$ cat config.mk
export PLATFORM = sky130hd
export DESIGN_NAME = scytale_decryption
export DESIGN_NICKNAME = d
export VERILOG_FILES = /design/src/rtl/scytale_decryption_pkg.sv /design/src/rtl/scytale_addr_gen.sv /design/src/rtl/scytale_decryption.sv
export SDC_FILE = /design/constraint.sdc
export NUM_CORES = 1
export LEC_CHECK = 0
export CAP_MARGIN = 30
export CORE_MARGIN = 3
export CORE_UTILIZATION = 60
export DETAILED_ROUTE_END_ITERATION = 12
export MAX_ROUTING_LAYER = met4
export PLACE_DENSITY = 0.79
export SETUP_SLACK_MARGIN = 0.3
export SLEW_MARGIN = 0
export SYNTH_ARGS = -nofsm -noshare
export SYNTH_HDL_FRONTEND = slang
export SYNTH_SLANG_ARGS = --single-unit
$ cat constraint.sdc
create_clock -name clk_sys -period 6.9 [get_ports clk_sys]
set_clock_uncertainty 0.1 [all_clocks]
set_input_delay 1.725 -clock clk_sys [delete_from_list [all_inputs] [get_ports clk_sys]]
set_output_delay 1.725 -clock clk_sys [all_outputs]
set_load 0.05 [all_outputs]
$ cat src/rtl/scytale_decryption_pkg.sv
// rtl/scytale_decryption_pkg.sv - shared crypt defaults and FSM state encoding
// Used by the scytale channel, the other decryption channels and the output mux.
package scytale_decryption_pkg;

   localparam int D_WIDTH_DEF       = 8;
   localparam int KEY_WIDTH_DEF     = 8;
   localparam int MAX_NOF_CHARS_DEF = 50;
   localparam logic [7:0] TOKEN_DEF = 8'hFA;

   typedef enum logic {
      COLLECT = 1'b0,
      DECRYPT = 1'b1
   } state_t;

endpackage

$ cat src/rtl/scytale_addr_gen.sv
// rtl/scytale_addr_gen.sv - add-only read index generator for scytale transposition
// Walks idx = j*N + c column by column; idx saturates so out-of-buffer positions never alias.
module scytale_addr_gen #(
   parameter int KEY_WIDTH = 8,
   parameter int IDX_W     = 7
)(
   input  logic                 clk_sys,
   input  logic                 rst,
   input  logic [KEY_WIDTH-1:0] key_n,
   input  logic [KEY_WIDTH-1:0] key_m,
   input  logic                 start,
   input  logic                 adv,
   output logic [IDX_W-1:0]     rd_idx,
   output logic                 last
);

   localparam int SUM_W = KEY_WIDTH + IDX_W;
   localparam logic [SUM_W-1:0]     IDX_MAX = SUM_W'({IDX_W{1'b1}});
   localparam logic [KEY_WIDTH-1:0] ONE     = KEY_WIDTH'(1);

   logic [KEY_WIDTH-1:0] c;
   logic [KEY_WIDTH-1:0] j;
   logic [IDX_W-1:0]     idx;
   logic [SUM_W-1:0]     step_sum;
   logic [SUM_W-1:0]     wrap_sum;
   logic [IDX_W-1:0]     idx_step;
   logic [IDX_W-1:0]     idx_wrap;
   logic                 col_end;

   assign step_sum = SUM_W'(idx) + SUM_W'(key_n);
   assign wrap_sum = SUM_W'(c) + SUM_W'(1);
   assign idx_step = (step_sum > IDX_MAX) ? {IDX_W{1'b1}} : step_sum[IDX_W-1:0];
   assign idx_wrap = (wrap_sum > IDX_MAX) ? {IDX_W{1'b1}} : wrap_sum[IDX_W-1:0];
   assign col_end  = (j == key_m - ONE);
   assign last     = col_end && (c == key_n - ONE);
   assign rd_idx   = idx;

   always_ff @(posedge clk_sys or posedge rst) begin
      if (rst) begin
         c   <= '0;
         j   <= '0;
         idx <= '0;
      end else if (start) begin
         c   <= '0;
         j   <= '0;
         idx <= '0;
      end else if (adv) begin
         if (col_end) begin
            j   <= '0;
            c   <= c + ONE;
            idx <= idx_wrap;
         end else begin
            j   <= j + ONE;
            idx <= idx_step;
         end
      end
   end

endmodule

$ cat src/rtl/scytale_decryption.sv
// rtl/scytale_decryption.sv - scytale decryption channel: buffer, FSM and output registers
// Optional sticky overflow_o port enabled by SCYTALE_OVERFLOW_FLAG_EN.
module scytale_decryption
   import scytale_decryption_pkg::*;
#(
   parameter int D_WIDTH       = D_WIDTH_DEF,
   parameter int KEY_WIDTH     = KEY_WIDTH_DEF,
   parameter int MAX_NOF_CHARS = MAX_NOF_CHARS_DEF,
   parameter logic [D_WIDTH-1:0] START_DECRYPTION_TOKEN = D_WIDTH'(TOKEN_DEF)
)(
   input  logic                 clk_sys,
   input  logic                 rst,
   input  logic [D_WIDTH-1:0]   data_i,
   input  logic                 valid_i,
   input  logic [KEY_WIDTH-1:0] key_N,
   input  logic [KEY_WIDTH-1:0] key_M,
   output logic [D_WIDTH-1:0]   data_o,
   output logic                 valid_o,
   output logic                 busy
`ifdef SCYTALE_OVERFLOW_FLAG_EN
   ,
   output logic                 overflow_o
`endif
);

   localparam int BUF_AW = $clog2(MAX_NOF_CHARS);
   localparam int IDX_W  = BUF_AW + 1;
   localparam logic [IDX_W-1:0] FULL = IDX_W'(MAX_NOF_CHARS);

   state_t               state, state_d;
   logic [IDX_W-1:0]     count, count_d;
   logic [KEY_WIDTH-1:0] key_n_q, key_n_d, key_m_q, key_m_d;
   logic                 start_q, start_d, fin, fin_d;
   logic                 busy_d, valid_d, wr_en, adv, last, go;
   logic                 is_tok, is_chr;
   logic [D_WIDTH-1:0]   data_d, rd_data;
   logic [IDX_W-1:0]     rd_idx;
   logic [D_WIDTH-1:0]   buf_mem [2**BUF_AW];
`ifdef SCYTALE_OVERFLOW_FLAG_EN
   logic                 ovf_d;
`endif

   assign is_tok  = valid_i && (data_i == START_DECRYPTION_TOKEN);
   assign is_chr  = valid_i && (data_i != START_DECRYPTION_TOKEN);
   assign go      = is_tok && (count != '0) && (key_N != '0) && (key_M != '0);
   assign rd_data = (rd_idx < count) ? buf_mem[rd_idx[BUF_AW-1:0]] : '0;

   scytale_addr_gen #(
      .KEY_WIDTH (KEY_WIDTH),
      .IDX_W     (IDX_W)
   ) u_addr_gen (
      .clk_sys (clk_sys),
      .rst     (rst),
      .key_n   (key_n_q),
      .key_m   (key_m_q),
      .start   (start_q),
      .adv     (adv),
      .rd_idx  (rd_idx),
      .last    (last)
   );

   always_ff @(posedge clk_sys or posedge rst) begin
      if (rst) state <= COLLECT;
      else     state <= state_d;
   end

   always_comb begin
      state_d = state;
      case (state)
         COLLECT: if (go) state_d = DECRYPT;
         DECRYPT: if (fin) state_d = COLLECT;
         default: state_d = COLLECT;
      endcase
   end

   // DECRYPT runs three phases: start_q (arm addr gen), busy emit, fin (clear down)
   always_comb begin
      count_d = count;
      key_n_d = key_n_q;
      key_m_d = key_m_q;
      start_d = 1'b0;
      fin_d   = fin;
      busy_d  = busy;
      valid_d = 1'b0;
      data_d  = '0;
      wr_en   = 1'b0;
      adv     = 1'b0;
`ifdef SCYTALE_OVERFLOW_FLAG_EN
      ovf_d   = overflow_o;
`endif
      case (state)
         COLLECT: begin
            if (is_chr) begin
               if (count != FULL) begin
                  wr_en   = 1'b1;
                  count_d = count + IDX_W'(1);
               end
`ifdef SCYTALE_OVERFLOW_FLAG_EN
               else begin
                  ovf_d = 1'b1;
               end
`endif
            end
            if (is_tok) begin
               key_n_d = key_N;
               key_m_d = key_M;
               start_d = go;
            end
         end
         DECRYPT: begin
            if (start_q) begin
               busy_d = 1'b1;
            end else if (fin) begin
               busy_d  = 1'b0;
               fin_d   = 1'b0;
               count_d = '0;
`ifdef SCYTALE_OVERFLOW_FLAG_EN
               ovf_d   = 1'b0;
`endif
            end else if (busy) begin
               valid_d = 1'b1;
               data_d  = rd_data;
               adv     = 1'b1;
               fin_d   = last;
            end
         end
         default: ;
      endcase
   end

   always_ff @(posedge clk_sys or posedge rst) begin
      if (rst) begin
         count   <= '0;
         key_n_q <= '0;
         key_m_q <= '0;
         start_q <= 1'b0;
         fin     <= 1'b0;
         busy    <= 1'b0;
         valid_o <= 1'b0;
         data_o  <= '0;
      end else begin
         count   <= count_d;
         key_n_q <= key_n_d;
         key_m_q <= key_m_d;
         start_q <= start_d;
         fin     <= fin_d;
         busy    <= busy_d;
         valid_o <= valid_d;
         data_o  <= data_d;
      end
   end

`ifdef SCYTALE_OVERFLOW_FLAG_EN
   always_ff @(posedge clk_sys or posedge rst) begin
      if (rst) overflow_o <= 1'b0;
      else     overflow_o <= ovf_d;
   end
`endif

   always_ff @(posedge clk_sys) begin
      if (wr_en) buf_mem[count[BUF_AW-1:0]] <= data_i;
   end

endmodule

==> flow_summary.json, run 1 <==
{
  "grt_pass1_wl_mm": 82.3,
  "yosysTopAreaCellShare": 0.659,
  "cp.required_ns": 7.01,
  "dieWidth_um": 203,
  "finalSetupViolations": 0,
  "via_per_inst": 6.78,
  "die_y_um": 203,
  "netlist_area_um2": 23300,
  "post_cts_buffers": 0,
  "coreArea_um2": 38000,
  "clk_latency_ns": 0.59,
  "cts.path.max_buffers": 3,
  "slowest_delay_ns": 0.86,
  "final-hold-violation-count": 0,
  "fin_crit_ns": 4.69,
  "synth.distinct_cells": 67,
  "start_util": 0.614,
  "cp-end-kind": "flip-flop",
  "cts_root_buf": "clkbuf_16",
  "vias": 12261,
  "cts_buffers": 54,
  "io_pins": 37,
  "drv_cap": 0,
  "status": "finished, final reports clean",
  "drive_above_1_share": 0.222,
  "fillers": 2404,
  "worst_pin_slew_ns": 0.961,
  "postSynthCellCount": 1202,
  "finalNetCount": 1304,
  "first_pass_iters": 6,
  "synth_area_per_cell_um2": 19.4,
  "first_global_vias": 12057,
  "power_mw": 7.38,
  "critPathArrivalTime_ns": 4.80,
  "setup.worst_path.end": "buf_mem[47][2]$_DFFE_PP_",
  "final_common_cell": "edfxtp_1",
  "ant_nets": 0,
  "fin_crit_sh": 0.680,
  "ys_warn_count": 0,
  "crit_slowest_cell": "nor2_1",
  "cts_sinks": 571,
  "hold_buffers": 0,
  "cts_tree": "yes",
  "drc": 0,
  "grt_max_degree": 94,
  "clk_pin_slew_ns": 0.06,
  "rows": 71,
  "reg2reg_to": "buf_mem[47][2]$_DFFE_PP_",
  "overflow": 0,
  "dpl.hpwl_mm": 33.4,
  "slew_viol_final": 0,
  "ys_ff_latch": 571,
  "post_cts_resized": 0,
  "cp_cell_sequence": "clkdlybuf4s50_1 -> nand2b_1 -> nor4_1 -> nand3_1 -> nor2_1",
  "vdd_drop_max_mv": 0.229,
  "antenna_found_initial": 2,
  "numPortBuffers": 36,
  "gp_congestion": 0.916,
  "synth_seq_area_share": 0.722,
  "fin_setup_tns_ns": 0,
  "crit_type": "in -> reg",
  "setup.worst_path.start": "valid_i",
  "dr.first_iter.drc_count": 1689,
  "dieArea_um2": 41300,
  "r2r_start": "count[3]$_DFFE_PP0P_",
  "hp-class": "reg -> reg",
  "synth_area_leaders": "edfxtp_1 (66%), mux4_2 (15%), dfrtp_1 (6.3%)",
  "htree_num_levels": 2,
  "max_freq_ghz": 0.213,
  "final_cell_mix": "edfxtp_1 (512), mux4_2 (160), nor2_1 (95)",
  "ff2ff_setup_slack_ns": 2.99,
  "p_leak_nw": 8.27,
  "syn-num-nets": 1251,
  "rsz0062_at_grt": "false",
  "routed_wl_mm": 55.1,
  "yosys.area.top_type": "edfxtp_1",
  "worst_setup_path_start_kind": "input pin",
  "rr_worst_depth": 5,
  "wl_per_cell_um": 30.5,
  "crit_fanout": 8,
  "ys_async_sr_fraction": 0.103,
  "grt_use_total": 0.283,
  "syn2layout_area_growth_pct": 11.3,
  "synthFlopType": "edfxtp_1",
  "slew_headroom": 0.357,
  "powerDensity_nw_per_um2": 284,
  "synth_edf_count": 512
}
==> state kept, by name, indices dropped and copies added, names as in the netlist <==
signal,count
start_q,1
u_addr_gen.c,8
count,7
key_m_q,8
fin,1
valid_o,1
data_o,8
u_addr_gen.j,8
busy,1
key_n_q,8
state,1
buf_mem,512
u_addr_gen.rd_idx,7
==> worst min path at each step <==
| stage | from | to | slack [ns] | cells past startpoint |
|---|---|---|---|---|
| final | key_m_q[7]$_DFFE_PP0P_ | key_m_q[7]$_DFFE_PP0P_ | 0.47 | 1 |
| after global routing | key_n_q[7]$_DFFE_PP0P_ | key_n_q[7]$_DFFE_PP0P_ | 0.49 | 1 |
| after CTS | key_m_q[7]$_DFFE_PP0P_ | key_m_q[7]$_DFFE_PP0P_ | 0.48 | 1 |
| after detailed placement | key_m_q[7]$_DFFE_PP0P_ | key_m_q[7]$_DFFE_PP0P_ | 0.47 | 1 |
| after global placement | fin$_DFFE_PP0P_ | fin$_DFFE_PP0P_ | 0.44 | 2 |
| after floorplan | key_n_q[6]$_DFFE_PP0P_ | key_n_q[6]$_DFFE_PP0P_ | 0.40 | 1 |
==> stage by stage <==
stage | std cells | hold WS (ns) | instance area (um2) | utilization | setup slack [ns]
global route | 1809 | 0.491 | 26000 | 0.683 | 2.08
finish | 1809 | 0.472 | 26000 | 0.683 | 2.21
floorplan | 1202 | 0.404 | 23300 | - | 3.31
global placement | 1710 | 0.438 | 24200 | 0.637 | 1.91
detailed placement | 1710 | 0.467 | 24200 | 0.637 | 1.69
CTS | 1808 | 0.479 | 26000 | 0.683 | 2.26
==> worst max-delay path, delay by kind of cell <==
family | cells | cell delay, ns
simple gates | 4 | 2.52
buf+inv | 1 | 0.54
==> final cells by class <==
cell class / count / area (um2) / share of cell area
clock buffer: 65 / 1410 / 0.0544
multi-input combinational: 554 / 6180 / 0.238
tap: 511 / 639 / 0.0246
antenna: 1 / 2.50 / 0.0000964
timing repair buffer: 53 / 460 / 0.0177
inverter: 21 / 78.8 / 0.00304
sequential: 571 / 16900 / 0.649
clock inverter: 33 / 332 / 0.0128
==> cells in the mapped netlist (all sizes together), types with 2 or more instances <==
library cell,number
a211o,2
a21o,7
a21oi,16
a22o,6
a22oi,19
a31oi,4
and2,2
and3,3
buf,29
clkbuf,27
dfrtp,59
edfxtp,512
ha,21
inv,21
mux2,15
mux2i,5
mux4,160
nand2,40
nand2b,6
nand3,20
nand3b,4
nand4,9
nand4b,2
nor2,95
nor2b,8
nor3,9
nor3b,4
nor4,11
o2111ai,2
o211ai,2
o21a,2
o21ai,15
o21bai,2
o22ai,2
o31ai,2
o32ai,2
or3,3
xnor2,25
xor2,13
==> metal layers <==
layer	vias to the layer above	global-route usage	wire [um]
met5	-	-	0
met4	0	0.0863	2000
met3	110	0.0527	6110
met2	851	0.429	26200
met1	6302	0.406	20800
li1	4998	-	-
==> report_power, final <==
group	internal (mW)	total (mW)	switching, mW	leakage, nW
sequential	3.89	3.97	0.0767	5.39
clock	1.66	2.93	1.27	0.859
combinational	0.131	0.481	0.350	2.03
total	5.68	7.38	1.70	8.27
==> kinds of logic after synthesis <==
family / count (synthesis) / synth area share
flops: 571 / 0.722
xor+xnor: 38 / 0.0143
simple gates: 221 / 0.0460
compound gates: 93 / 0.0285
mux: 180 / 0.164
fa+ha+maj: 22 / 0.0121
buf+inv: 77 / 0.0133
(Power assumes the default switching activity.)
==> run 2: changes to the inputs <==
==> constraint.sdc (replaced) <==
create_clock -name clk_sys -period 4.4 [get_ports clk_sys]
set_clock_uncertainty 0.1 [all_clocks]
set_input_delay 1.1 -clock clk_sys [delete_from_list [all_inputs] [get_ports clk_sys]]
set_output_delay 1.1 -clock clk_sys [all_outputs]
set_load 0.05 [all_outputs]
==> run 2 against run 1 <==
- setup slack got worse by 1.7 ns
- register-to-register slack worse by 2.2 ns
- clock-buffer cell count is 9 higher
- core utilization increased by 0.52 points
- via count shrank 0.41%
- global-route usage up 0.10 points
- highest routed layer unchanged
- non-clock buffer count rose by 22
- routed wire length decreased by 0.55%
==> flow_summary.json, run 2 (synthesis results as in run 1) <==
{
  "dieWidth_um": 203,
  "fin_setup_tns_ns": 0,
  "fin_crit_sh": 0.882,
  "critPathArrivalTime_ns": 4.02,
  "slew_headroom": 0.408,
  "cts_tree": "yes",
  "rows": 71,
  "numPortBuffers": 36,
  "finalNetCount": 1326,
  "p_leak_nw": 8.39,
  "final-hold-violation-count": 0,
  "powerDensity_nw_per_um2": 443,
  "hold_depth": 2,
  "p_int_mw": 8.94,
  "fin_crit_ns": 3.88,
  "via_per_inst": 6.66,
  "dpl.hpwl_mm": 32.6,
  "worst_setup_path_start_kind": "input pin",
  "power_mw": 11.6,
  "post-place-cells": 1732,
  "final_cell_area_um2": 26200,
  "gp_congestion": 0.921,
  "ant_nets": 0,
  "cp.required_ns": 4.54,
  "worst_pin_slew_ns": 0.889,
  "crit_fanout": 8,
  "final_core_util": 0.688,
  "crit_type": "in -> reg",
  "start_util": 0.614,
  "status": "finished, final reports clean",
  "cts_root_buf": "clkbuf_16",
  "io_pins": 37,
  "syn2layout_area_growth_pct": 12.1,
  "vdd_drop_max_mv": 0.341,
  "first_global_vias": 12307,
  "finalSetupViolations": 0,
  "coreArea_um2": 38000,
  "dieArea_um2": 41300,
  "rr_worst_depth": 5,
  "die_y_um": 203,
  "largest_register_ffs": 512,
  "drc": 0,
  "dp_slack_ns": 0.0637,
  "hold_start": "fin$_DFFE_PP0P_",
  "drv_cap": 0,
  "r2r_start": "count[3]$_DFFE_PP0P_",
  "cts_sinks": 571,
  "reg2reg_to": "buf_mem[4][6]$_DFFE_PP_",
  "hold_buffers": 0,
  "power_frac_clock": 0.397,
  "grt_use_total": 0.284,
  "final_cell_mix": "edfxtp_1 (512), mux4_2 (160), nor2_1 (92)",
  "drive_above_1_share": 0.235,
  "cts.path.max_buffers": 3,
  "comb_power_share": 0.066,
  "dpl_cell_area_um2": 24400,
  "grt_pass1_wl_mm": 83.3,
  "antenna_found_initial": 0,
  "clk_latency_ns": 0.62,
  "fin_hold_ws_ns": 0.477,
  "overflow": 0,
  "fin_cells": 1833,
  "post_cts_buffers": 0,
  "netSwitchingPower_mw": 2.64,
  "hold_path_end": "fin$_DFFE_PP0P_",
  "htree_num_levels": 2,
  "first_pass_iters": 5,
  "slew_viol_final": 0,
  "dr.first_iter.drc_count": 1605,
  "ff2ff_setup_slack_ns": 0.77,
  "wl_per_cell_um": 29.9,
  "cts_buffers": 54,
  "sw_frac_of_total": 0.228,
  "routed_wl_mm": 54.8,
  "clk_pin_slew_ns": 0.06,
  "cp-end-kind": "flip-flop",
  "grt_max_degree": 66,
  "post_cts_resized": 0,
  "hp-class": "reg -> reg",
  "final_common_cell": "edfxtp_1",
  "vias": 12211,
  "max_freq_ghz": 0.258,
  "setup_ws_ns": 0.521,
  "p_seq_frac": 0.537,
  "rsz0062_at_grt": "true"
}
## run 2: cell count changes in the layout (fill, tap and decap cells not counted), moves of 2 or more
cell,delta
buf_4,+20
clkbuf_1,+6
clkinv_4,-3
nor2_1,-3
nor2_2,+3
buf_12,+2
clkbuf_8,+2
clkinv_1,-2
inv_6,-2
## run 2: cell type report
class	count	area, um2
Antenna cell	1	2.50
Timing Repair Buffer	75	651
Tap cell	511	639
Sequential cell	571	16900
Inverter	21	78.8
Multi-Input combinational cell	554	6190
Fill cell	2330	11900
Clock inverter	26	255
Clock buffer	74	1490
## run 2: worst max path at each step
stage / start / endpoint / slack, ns / depth (start not counted)
4_1_cts: data_i[2] / buf_mem[4][6]$_DFFE_PP_ / 0.60 / 6
3_3_place_gp: valid_i / buf_mem[4][0]$_DFFE_PP_ / 0.16 / 5
5_1_grt: data_i[2] / buf_mem[4][7]$_DFFE_PP_ / 0.21 / 6
2_1_floorplan: data_i[2] / buf_mem[62][0]$_DFFE_PP_ / 1.44 / 5
6_report: valid_i / buf_mem[4][6]$_DFFE_PP_ / 0.52 / 5
3_5_place_dp: data_i[2] / buf_mem[4][2]$_DFFE_PP_ / 0.06 / 6
## run 2: critical path, stage by stage
cell	delay (ns)
clkdlybuf4s50_1	0.58
nand2b_1	0.18
nor4_1	0.68
nand2_1	0.67
nor2_1	0.81
## run 2: metal layers
metal	vias up	part of all wire	GRT usage
li1	5045	-	-
met1	6279	0.40	0.415
met2	777	0.46	0.415
met3	110	0.11	0.0675
met4	0	0.030	0.0782
met5	-	0	-
## run 2: power groups by stage
| stage | combinational, mW | clock, mW | sequential (mW) |
|---|---|---|---|
| finish | 0.762 | 4.60 | 6.22 |
| global route | 0.824 | 4.84 | 6.23 |
| CTS | 0.755 | 4.64 | 6.22 |
| detailed placement | 0.745 | 0 | 6.32 |
| global placement | 0.721 | 0 | 6.32 |
| floorplan | 0.442 | 0 | 6.26 |
==> edit 1 (settings of run 2) <==
`MAX_NOF_CHARS_DEF`: 50 -> 25.
--- a/src/rtl/scytale_decryption_pkg.sv
+++ b/src/rtl/scytale_decryption_pkg.sv
@@ -6,3 +6,3 @@
    localparam int KEY_WIDTH_DEF     = 8;
-   localparam int MAX_NOF_CHARS_DEF = 50;
+   localparam int MAX_NOF_CHARS_DEF = 25;
    localparam logic [7:0] TOKEN_DEF = 8'hFA;
Formal check against the unedited RTL: no difference found for any inputs over 4 cycles, from zero or initial values and one cycle with rst high; that may be too few to reach the edited logic, so the function may still have changed.
==> edit 1 against run 2 <==
  * Count of clock-buffer cells in the layout decreased by 40
  * Design area decreased by 43%
  * Power decreased by 43%
  * Synthesized area decreased by 43%
  * Register-to-register slack improved by 0.64 ns
  * Critical path depth increased by 2
  * Setup slack improved by 0.37 ns
  * Clock power decreased by 45%
  * Wire length decreased by 43%
  * Die area decreased by 42%
  * Sequential cell count decreased by 258
  * Via count decreased by 37%
  * Largest cell class unchanged
==> edit 1: results (changes against run 2) <==
Status
  – Status: completed

Synth
  – Avg Synthesized Cell Area: 16.5 µm² (-15%)
  – Synthesized net count: 856 (-32%)
  – Commonest cells in the synthesized netlist: 256 x edfxtp_1, 72 x mux4_2, 57 x dfrtp_1
  – Synth area leaders: edfxtp_1 58%, mux4_2 12%, dfrtp_1 11%, ha_1 1.9%, nor2_1 1.6%

Drt
  – Met3 wire len: 2910 µm (-52%)
  – Detail-routed net length per standard cell: 27.1 µm (-9.3%)
  – Met2 wirelength from detailed routing: 15,500 µm (-39%)
  – Initial DRC count: 1,129 (-30%)
  – WL met1: 12,100 µm (-44%)

Power
  – Power spent charging and discharging nets: 1.60 mW (-40%)
  – Leakage power figure: 5.07 nW (-40%)
  – Maximum VDD drop: 0.412 mV (+21%)

Hold path
  – Hold EP: key_m_q[7]
  – Origin of the worst min-delay path: key_m_q[7]

Final layout
  – Fraction of final layout cells sized beyond drive strength 1: 18.6% (-4.9 points)
  – Antenna cell count: 0 (-1)
  – Non-filler instance count after layout: 1,156 (-37%)
  – Nets@finish: 905 (-32%)

Critical path
  – Origin of the worst setup path: data_i[2]
  – Slack of the worst reg-to-reg path: 1.41 ns (+0.64 ns)
  – Critical path data arrival time: 3.59 ns (-0.43 ns)

STA
  – Hold_ws: 0.441 ns (-0.0363 ns)
  – Worst slew slack as a fraction of its limit: 47.6% (+6.8 points)

CTS
  – Clock latency on the worst-skew pair: 0.57 ns (-0.05 ns)
  – Num CTS Buffers: 30 (-44%)
  – H-tree Lvls: 1 (-1)

Global route
  – Met1 Resource Use GR: 38.5% (-3.0 points)
  – Maximum number of pins on one net before global-route repair: 60 (-9.1%)
  – Wire length of the first global-routing pass: 47,900 µm (-43%)
  – GR Layer Usage met3: 4.03% (-2.7 points)

Placement
  – GP Congestion: 0.990 (+7.5%)
  – Worst slack, placed: 0.325 ns (+0.261 ns)
  – Half-perimeter wire length after placement: 20,200 µm (-38%)
  – Cell area after placement: 14,000 µm² (-42%)
  – Number of cells in the design after placement: 1,100 (-36%)
## edit 1: changes by cell type in the layout (fill, tap and decap cells not counted), sizes merged, moves of 17 or more
cell	delta
edfxtp	-256
mux4	-88
clkbuf	-40
nor2	-39
buf	-29
a22oi	-17
## edit 1: how the worst max path moves through the flow
stage                                       to  slack (ns)  cells after the start
after floorplan           u_addr_gen.rd_idx[1]        1.21                     11
after global placement          buf_mem[17][1]        0.47                      7
after detailed placement         buf_mem[9][2]        0.33                      7
after CTS                       buf_mem[17][5]        0.87                      7
after global routing             buf_mem[5][0]        0.78                      7
final                           buf_mem[10][4]        0.90                      7
## edit 1: worst max-delay path, cell delays in order
cell	delay, ns
clkdlybuf4s50_1	0.47
nand4bb_1	0.23
nor2_1	0.12
nor4b_1	0.33
buf_4	0.23
nand2_1	0.41
nor2_1	0.69
## edit 1: kinds of logic (layout without fill, tap and decap cells)
kind of cell	Yosys count	after routing	synth area share (%)
flops	313	313	68.3
simple gates	204	204	7.86
compound gates	98	98	4.88
mux	87	87	13.4
buf+inv	56	129	1.68
xor+xnor	29	29	1.90
fa+ha+maj	21	21	2.02
## edit 1: layout make-up
cell class | instances | area [µm²] | area share, %
sequential | 313 | 9120 | 60.6
multi-input combinational | 439 | 4010 | 26.7
clock buffer | 34 | 776 | 5.16
timing repair buffer | 54 | 495 | 3.29
tap | 275 | 344 | 2.29
clock inverter | 22 | 223 | 1.48
inverter | 19 | 71.3 | 0.474
## edit 1: power groups by stage
stage          logic, mW  registers, mW  clock network [mW]
6_report           0.600           3.47                2.55
5_1_grt            0.649           3.48                2.70
2_1_floorplan      0.365           3.48                   0
4_1_cts            0.595           3.47                2.57
3_5_place_dp       0.589           3.52                   0
3_3_place_gp       0.566           3.52                   0
==> edit 2 (flow settings as in run 2) <==
Made on the original files. The output `data_o` loses its register stage (`data_o` becomes a continuous assignment).
--- a/src/rtl/scytale_decryption.sv
+++ b/src/rtl/scytale_decryption.sv
@@ -139,3 +139,2 @@
          valid_o <= 1'b0;
-         data_o  <= '0;
       end else begin
@@ -148,5 +147,6 @@
          valid_o <= valid_d;
-         data_o  <= data_d;
       end
    end
+
+   assign data_o = data_d;
 
Function: changed (Yosys sat finds a counterexample within 4 cycles, from zero or initial values and one cycle with rst high).
==> edit 2 against run 2 <==
  * Die area fell by 1.4%
  * Sequential power fell by 5.9%
  * Sequential cell count fell by 8
  * Power fell by 3.8%
  * Wire length rose by 3.7%
  * Critical endpoint is now data_o[4]
  * Synthesized area fell by 1.4%
  * Design area rose by 3.8%
  * Setup slack got worse by 0.46 ns
  * Highest routed layer unchanged
  * Via count rose by 7.3%
==> edit 2: results (changes against run 2) <==
Synth
  – Post-synth EDFFs: 512 (unchanged)
  – Commonest cells in the synthesized netlist: 512 x edfxtp_1, 128 x mux4_2, 97 x nor2_1
  – Synthesized net count: 1,320 (+5.5%)
  – Number of distinct library cells after synthesis: 56 (-16%)
  – Warnings from Yosys: 0 (unchanged)
  – Synth area leaders: edfxtp_1 67%, mux4_2 13%, dfrtp_1 5.5%, a22oi_1 2.1%, nor2_1 1.6%
  – Share of flip-flops with an asynchronous set or reset: 9.06% (-1.3 points)
  – Sequential share of the synthesized area: 72.4% (+0.18 points)
  – Avg Synthesized Cell Area: 18.1 µm² (-6.8%)
  – Most used flip-flop cell after synthesis: edfxtp_1

Final layout
  – Fraction of final layout cells sized beyond drive strength 1: 30.1% (+6.5 points)
  – Number of flip-flops under the largest register name: 512 (unchanged)
  – Antenna cell count: 0 (-1)
  – Nets@finish: 1,476 (+11%)

Critical path
  – Max Fanout on Critical Path: 8 (unchanged)
  – Number of cell instances on the worst register-to-register path: 7 (+2)
  – Slack of the worst reg-to-reg path: 1.30 ns (+0.53 ns)
  – Worst Setup EP: data_o[4]
  – Reg2Reg Capture Point: u_addr_gen.rd_idx[2]
  – Critical path data arrival time: 3.14 ns (-0.88 ns)
  – Origin of the worst setup path: u_addr_gen.rd_idx[0]
  – Launching point of the worst reg2reg path: key_m_q[0]

CTS
  – Number of buffers on the longest clock path: 3 (unchanged)
  – Clock root buffer: clkbuf_16
  – Clock latency on the worst-skew pair: 0.60 ns (-0.02 ns)
  – Num CTS Buffers: 54 (unchanged)
  – H-tree Lvls: 2 (unchanged)
  – Clock slew at the register clock pins of the worst setup and hold paths: 0.06 ns (about the same)

STA
  – Portion of the clock cycle consumed by the worst path in the final layout: 98.7% (+11 points)
  – Worst slew pin tran: 0.874 ns (-0.0149 ns)

Placement
  – Cell area after placement: 24,600 µm² (+0.75%)
  – Worst slack, placed: 0.385 ns (+0.321 ns)
  – GP Congestion: 0.859 (-6.8%)
  – Number of cells in the design after placement: 1,855 (+7.1%)
  – Count of buffers from port buffering: 36 (unchanged)
  – Half-perimeter wire length after placement: 31,400 µm (-3.5%)

Global route
  – Maximum number of pins on one net before global-route repair: 65 (-1.5%)
  – Overall routing resource usage: 29.0% (+0.51 points)
  – Wire length of the first global-routing pass: 84,800 µm (+1.8%)
  – Antenna violations before repair: 0 (unchanged)

Drt
  – Via density: 6.62 (-0.69%)
  – Number of remaining DRC errors: 0 (unchanged)
  – Initial DRC count: 1,602 (-0.19%)
  – Detail-routed net length per standard cell: 28.7 µm (-4.0%)
  – Vias: 13,099 (+7.3%)
  – Number of iterations in the first detailed-routing pass: 6 (+1)

Status
  – Status: completed

Hold path
  – Hold Crit Depth: 1 (-1)
  – Tightest Hold Check Type: reg -> reg
  – Origin of the worst min-delay path: key_m_q[7]

Power
  – Maximum VDD drop: 0.396 mV (+16%)
  – Leakage power figure: 8.98 nW (+7.0%)
## edit 2: cell count changes in the layout (fill, tap and decap cells not counted), sizes merged, moves of 12 or more
cell and delta:
a21oi +30, nand2 +12, a22oi +45, buf +93, mux4 -32
## edit 2: cell families after synthesis
| logic type | count (synthesis) | share of synthesized area, % |
|---|---|---|
| AO/OA/AOI/OAI | 170 | 4.93 |
| XOR/XNOR | 37 | 1.41 |
| adder cells (fa/ha/maj) | 22 | 1.23 |
| buffers and inverters | 83 | 1.41 |
| flip-flops | 563 | 72.4 |
| multiplexers | 149 | 13.6 |
| AND/OR/NAND/NOR | 247 | 5.09 |
## edit 2: report_power, final
part           leakage, nW  internal [mW]  switching (mW)
registers             5.26           5.84          0.0101
logic                 2.87          0.275           0.332
clock network        0.850           2.68            2.01
total                 8.98           8.79            2.35
## edit 2: final cells by class
type	instances	area (µm²)
Fill cell	2116	10600
Tap cell	511	639
Clock buffer	67	1440
Sequential cell	563	16700
Multi-Input combinational cell	625	6360
Clock inverter	31	338
Inverter	21	78.8
Timing Repair Buffer	162	1650
## edit 2: worst max-delay path, cell delays in order (launching register included)
cell and delay (ns):
dfrtp_4 0.56, buf_6 0.17, bufbuf_16 0.28, mux4_2 0.37
a22oi_2 0.08, a21oi_2 0.28, a21oi_2 0.08, mux2_2 0.32
nor3_2 0.19, buf_6 0.20
## edit 2: repair_timing
item                                    in CTS  in global routing
hold buffers                                 0                  0
endpoints found under the setup margin       8                  8
hold endpoints to repair                     0                  0
gates cloned                                 6                  1
resized for setup                           66                 21
pin swaps                                    8                 17
buffers inserted                            19                  1
## edit 2: through the flow
stage | total power, mW | hold WS, ns
2_1_floorplan | 6.22 | 0.382
5_1_grt | 11.4 | 0.464
3_3_place_gp | 6.43 | 0.425
3_5_place_dp | 6.44 | 0.430
4_1_cts | 11.1 | 0.445
6_report | 11.1 | 0.438
## edit 2: how the worst min path moves through the flow
| stage | to |
|---|---|
| final | key_m_q[7] |
| after global routing | key_m_q[7] |
| after CTS | key_m_q[7] |
| after detailed placement | key_m_q[7] |
| after global placement | key_m_q[7] |
| after floorplan | state |
## edit 2: metal layers
| metal | global-route usage, % | routed length [µm] |
|---|---|---|
| met1 | 39.2 | 20800 |
| met2 | 45.4 | 28300 |
| met3 | 4.91 | 5090 |
| met4 | 10.7 | 2660 |
| met5 | - | 0 |
